$ cat config.mk
export PLATFORM = sky130hd
export DESIGN_NAME = bin2bcd_seq
export DESIGN_NICKNAME = d
export VERILOG_FILES = /design/src/rtl/bin2bcd_seq.sv
export SDC_FILE = /design/constraint.sdc
export NUM_CORES = 1
export LEC_CHECK = 0
export ABC_AREA = 1
export BUFFER_PORTS_ARGS = -buffer_cell sky130_fd_sc_hd__buf_2
export CAP_MARGIN = 30
export CORE_AREA = 2 2 72 88
export DETAILED_ROUTE_END_ITERATION = 6
export DIE_AREA = 0 0 74 90
export PLACE_DENSITY = 0.69
export SKIP_CTS_REPAIR_TIMING = 1
export SYNTH_ARGS = -nofsm -noshare
export SYNTH_HDL_FRONTEND = slang
export SYNTH_SLANG_ARGS = --single-unit
$ cat constraint.sdc
create_clock -name clk -period 1.6 [get_ports clk]
set_input_delay 0.32 -clock clk [delete_from_list [all_inputs] [get_ports clk]]
set_output_delay 0.32 -clock clk [all_outputs]
set_load 0.005 [all_outputs]
$ cat src/rtl/bin2bcd_seq.sv
// bin2bcd_seq: sequential binary-to-BCD converter (double dabble, one bit per clock).
// Inputs above 10^DIGITS-1 saturate to all-nines. The output register holds the
// previous result until the final DONE edge, so downstream never sees partial values.
// Optional macro OVF_FLAG_EN adds o_ovf, a registered flag for saturated inputs.
module bin2bcd_seq #(
  parameter int unsigned BIN_W  = 14,
  parameter int unsigned DIGITS = 4
) (
  input  logic                  clk,
  input  logic                  rst_n,
  input  logic                  i_start,
  input  logic [BIN_W-1:0]      i_bin,
  output logic                  o_busy,
  output logic                  o_done,
`ifdef OVF_FLAG_EN
  output logic                  o_ovf,
`endif
  output logic [4*DIGITS-1:0]   o_bcd_out
);

  localparam int unsigned ACC_W = 4 * DIGITS;
  localparam int unsigned CNT_W = $clog2(BIN_W + 1);
  localparam logic [BIN_W-1:0] MAX_VAL  = BIN_W'(10 ** DIGITS - 1);
  localparam logic [CNT_W-1:0] CNT_LAST = CNT_W'(BIN_W - 1);

  typedef enum logic [1:0] {
    S_IDLE  = 2'd0,
    S_SHIFT = 2'd1,
    S_DONE  = 2'd2
  } state_t;

  state_t             r_state, w_state_nxt;
  logic [BIN_W-1:0]   r_shreg, w_shreg_nxt;
  logic [ACC_W-1:0]   r_acc, w_acc_nxt, w_acc_adj;
  logic [CNT_W-1:0]   r_cnt, w_cnt_nxt;
  logic [ACC_W-1:0]   r_bcd, w_bcd_nxt;
  logic               r_busy, w_busy_nxt;
  logic               r_done, w_done_nxt;
`ifdef OVF_FLAG_EN
  logic               r_ovf_cap, w_ovf_cap_nxt;
  logic               r_ovf, w_ovf_nxt;
`endif

  // Add-3 correction: every digit >= 5 gets +3 before the shift.
  always_comb begin
    w_acc_adj = r_acc;
    for (int d = 0; d < int'(DIGITS); d++) begin
      if (r_acc[4*d +: 4] >= 4'd5) begin
        w_acc_adj[4*d +: 4] = r_acc[4*d +: 4] + 4'd3;
      end
    end
  end

  // Next-state and next-output logic.
  always_comb begin
    w_state_nxt = r_state;
    w_shreg_nxt = r_shreg;
    w_acc_nxt   = r_acc;
    w_cnt_nxt   = r_cnt;
    w_bcd_nxt   = r_bcd;
    w_busy_nxt  = r_busy;
    w_done_nxt  = 1'b0;
`ifdef OVF_FLAG_EN
    w_ovf_cap_nxt = r_ovf_cap;
    w_ovf_nxt     = r_ovf;
`endif
    unique case (r_state)
      S_IDLE: begin
        if (i_start) begin
          w_shreg_nxt = (i_bin > MAX_VAL) ? MAX_VAL : i_bin;
          w_acc_nxt   = '0;
          w_cnt_nxt   = '0;
          w_busy_nxt  = 1'b1;
          w_state_nxt = S_SHIFT;
`ifdef OVF_FLAG_EN
          w_ovf_cap_nxt = (i_bin > MAX_VAL);
`endif
        end
      end
      S_SHIFT: begin
        w_acc_nxt   = {w_acc_adj[ACC_W-2:0], r_shreg[BIN_W-1]};
        w_shreg_nxt = {r_shreg[BIN_W-2:0], 1'b0};
        w_cnt_nxt   = r_cnt + CNT_W'(1);
        if (r_cnt == CNT_LAST) begin
          w_state_nxt = S_DONE;
        end
      end
      S_DONE: begin
        w_bcd_nxt   = r_acc;
        w_done_nxt  = 1'b1;
        w_busy_nxt  = 1'b0;
        w_state_nxt = S_IDLE;
`ifdef OVF_FLAG_EN
        w_ovf_nxt   = r_ovf_cap;
`endif
      end
      default: begin
        w_state_nxt = S_IDLE;
        w_busy_nxt  = 1'b0;
      end
    endcase
  end

  // State and datapath registers.
  always_ff @(posedge clk or negedge rst_n) begin
    if (!rst_n) begin
      r_state <= S_IDLE;
      r_shreg <= '0;
      r_acc   <= '0;
      r_cnt   <= '0;
      r_bcd   <= '0;
      r_busy  <= 1'b0;
      r_done  <= 1'b0;
`ifdef OVF_FLAG_EN
      r_ovf_cap <= 1'b0;
      r_ovf     <= 1'b0;
`endif
    end else begin
      r_state <= w_state_nxt;
      r_shreg <= w_shreg_nxt;
      r_acc   <= w_acc_nxt;
      r_cnt   <= w_cnt_nxt;
      r_bcd   <= w_bcd_nxt;
      r_busy  <= w_busy_nxt;
      r_done  <= w_done_nxt;
`ifdef OVF_FLAG_EN
      r_ovf_cap <= w_ovf_cap_nxt;
      r_ovf     <= w_ovf_nxt;
`endif
    end
  end

  assign o_busy    = r_busy;
  assign o_done    = r_done;
  assign o_bcd_out = r_bcd;
`ifdef OVF_FLAG_EN
  assign o_ovf     = r_ovf;
`endif

endmodule

==> impl_metrics.json <==
{
  "die_w_microns": 74,
  "synth_cells": 309,
  "min_path_type": "primary input to flop",
  "crit_family": "buffers and inverters",
  "grt_start_max_net_pins": 40,
  "power_switching_w": 0.00215,
  "drive_gt1_share_pct": 15.1,
  "yosysWarnings": 0,
  "clockRootBuffer": "clkbuf_8",
  "crit_buf_inv": 2,
  "numClockSinks": 54,
  "intPower_w": 0.00323,
  "peakVddDrop_uv": 695,
  "fmax_mhz": 720,
  "slowest_delay_ns": 0.54,
  "p_comb_share_pct": 41.6,
  "worst_path_max_delay_cell": "inv_1",
  "die_area_sq_um": 6660,
  "diodes": 0,
  "area_growth_pct": 13.8,
  "clock_latency_ns": 0.30,
  "hold_violations": 0,
  "routed_wirelength_microns": 4860,
  "cts_made_buffers": 5,
  "power.density_nw_per_um2": 1850,
  "arrival_ns": 1.54,
  "pin_count": 35,
  "dr.pass1.iters": 4,
  "grt_pass1_vias": 1876,
  "max_slew_margin_pct": 51.2,
  "gp_congestion": 0.778,
  "grt_antenna_before_repair": 0,
  "layout_common_cells": "nand2_1 (92), dfrtp_1 (54), buf_2 (34)",
  "io_buffers": 34,
  "pwr-share-clk_pct": 14.3,
  "hpwlAfterDp_microns": 3390,
  "drtAntennaViolNets": 0,
  "max-cap-violations": 0,
  "hold_slack_ns": 0.252,
  "status": "complete, no violations",
  "cp_max_fo": 32,
  "multi_input_area_sq_um": 1030,
  "ys_seq_area_share_pct": 52.7,
  "cts-root-to-sink-buffers": 2,
  "fin_setup_tns_ns": 0,
  "seqPwrFrac_pct": 44.1,
  "final_common_cell": "nand2_1",
  "setup-violations-final": 0,
  "synth_seq_cells": 54,
  "fin_skew_ns": 0.00429,
  "crit_required_ns": 1.76,
  "worst_pin_slew_ns": 0.732,
  "netlist_area_sq_um": 2560,
  "drc": 0,
  "tritoncts": "yes",
  "synth.avg_cell_area_sq_um": 8.29,
  "drt_iter0_markers": 98,
  "final_nets": 371,
  "power_leakage_nw": 1.50,
  "rsz0062_at_grt": "false",
  "vias": 2061,
  "crit_chain": "inv_2 > nor2_1 > inv_1 > o21ai_0",
  "crit_path_end_kind": "flop",
  "rows": 31,
  "critical_path_class": "flop to flop",
  "drt-vias-per-instance": 4.83,
  "drv_slew": 0,
  "synth.distinct_cells": 21,
  "clkTransAtPathRegs_ns": 0.09,
  "die_h_microns": 90,
  "swShare_pct": 39.9,
  "core_sq_um": 5860,
  "htreeDepth": 2,
  "gr-total-overflow": 0,
  "initial_core_util_pct": 43.8,
  "period_share_pct": 86.8,
  "synthesis.nets": 336,
  "n_fill_cell": 571,
  "grt_pass1_wl_microns": 8470,
  "grt_util_all_layers_pct": 16.1,
  "period_minus_slack_ns": 1.39,
  "crit_path_start_kind": "flop",
  "regArea_sq_um": 1350,
  "wl_per_cell_microns": 11.4
}
worst paths after layout:
check	slack, ns	depth (start not counted)	startpoint	endpoint
max	0.21	4	r_state[1]$_DFFE_PN0P_	o_bcd_out[2]$_DFFE_PN0P_
max reg2reg	0.21	4	r_state[1]$_DFFE_PN0P_	o_bcd_out[2]$_DFFE_PN0P_
min in group asynchronous	0.47	2	rst_n	r_shreg[9]$_DFFE_PN0P_
min reg2reg	0.48	2	o_bcd_out[9]$_DFFE_PN0P_	o_bcd_out[9]$_DFFE_PN0P_
min	0.25	3	i_bin[4]	r_shreg[4]$_DFFE_PN0P_
max in group asynchronous	0.60	3	rst_n	o_bcd_out[7]$_DFFE_PN0P_
state kept, by name, summed over array words and instances (netlist names):
name	cells
o_busy	1
o_bcd_out	16
r_state	2
r_acc	16
o_done	1
r_shreg	14
r_cnt	4
cell usage after synthesis:
cell	n	area (sq um)
o21ai_1	7	35.0
a21oi_1	6	30.0
nand2_2	3	18.8
inv_4	1	6.26
inv_2	2	7.51
inv_1	28	105
nand3_1	16	80.1
nand4_1	2	12.5
nand2_1	92	345
o22ai_1	7	43.8
o21ai_0	30	150
ha_1	10	125
clkbuf_1	2	7.51
a22oi_1	4	30.0
buf_6	1	11.3
dfrtp_1	54	1350
buf_2	6	30.0
nor2_1	31	116
xor2_1	4	35.0
buf_4	2	15.0
nor2_2	1	6.26
worst min-delay path: cells and delay by family:
family                 cells  cell delay (ns)
and+or+nand+nor            2             0.12
buffers and inverters      1             0.09
per-stage QoR:
stage	area [sq um]	util (%)	setup WS [ns]	power, W	cells
after floorplan	2560	-	0.422	0.00404	309
after global routing	2920	49.8	0.00496	0.00596	427
after detailed placement	2810	48.0	0.232	0.00467	418
after CTS	2910	49.6	0.198	0.00545	426
after global placement	2810	48.0	0.253	0.00458	418
final	2920	49.8	0.212	0.00538	427
layout make-up:
| cell class | instances | share of cell area [%] |
|---|---|---|
| clock buffers | 7 | 2.96 |
| multi-input cells | 213 | 35.3 |
| clock inverters | 1 | 0.172 |
| flip-flops and latches | 54 | 46.4 |
| inverters | 31 | 4.08 |
| well taps | 82 | 3.52 |
| repair buffers | 39 | 7.64 |
metal layers:
metal  wire length, microns  global-route usage (%)  vias to the layer above
met3                    186                    3.70                        4
met2                   2240                    25.4                       46
met1                   2370                    21.8                      955
li1                       -                       -                     1056
met5                      0                       0                        -
met4                     61                    5.00                        0
power groups by stage:
stage	clock network, W	logic (W)	registers, W
after global placement	0	0.00220	0.00238
after global routing	0.000846	0.00265	0.00246
final	0.000771	0.00224	0.00237
after detailed placement	0	0.00227	0.00240
after floorplan	0	0.00170	0.00233
after CTS	0.000804	0.00228	0.00237
cell families (layout without fill, tap and decap cells):
group | after synthesis | count (layout) | synth area share (%)
AND/OR/NAND/NOR | 145 | 145 | 22.6
AO/OA/AOI/OAI | 54 | 54 | 11.3
flip-flops | 54 | 54 | 52.7
buffers and inverters | 42 | 78 | 7.13
adder cells (fa/ha/maj) | 10 | 10 | 4.88
XOR/XNOR | 4 | 4 | 1.37
Note: power is estimated with default switching activity, not from simulation.
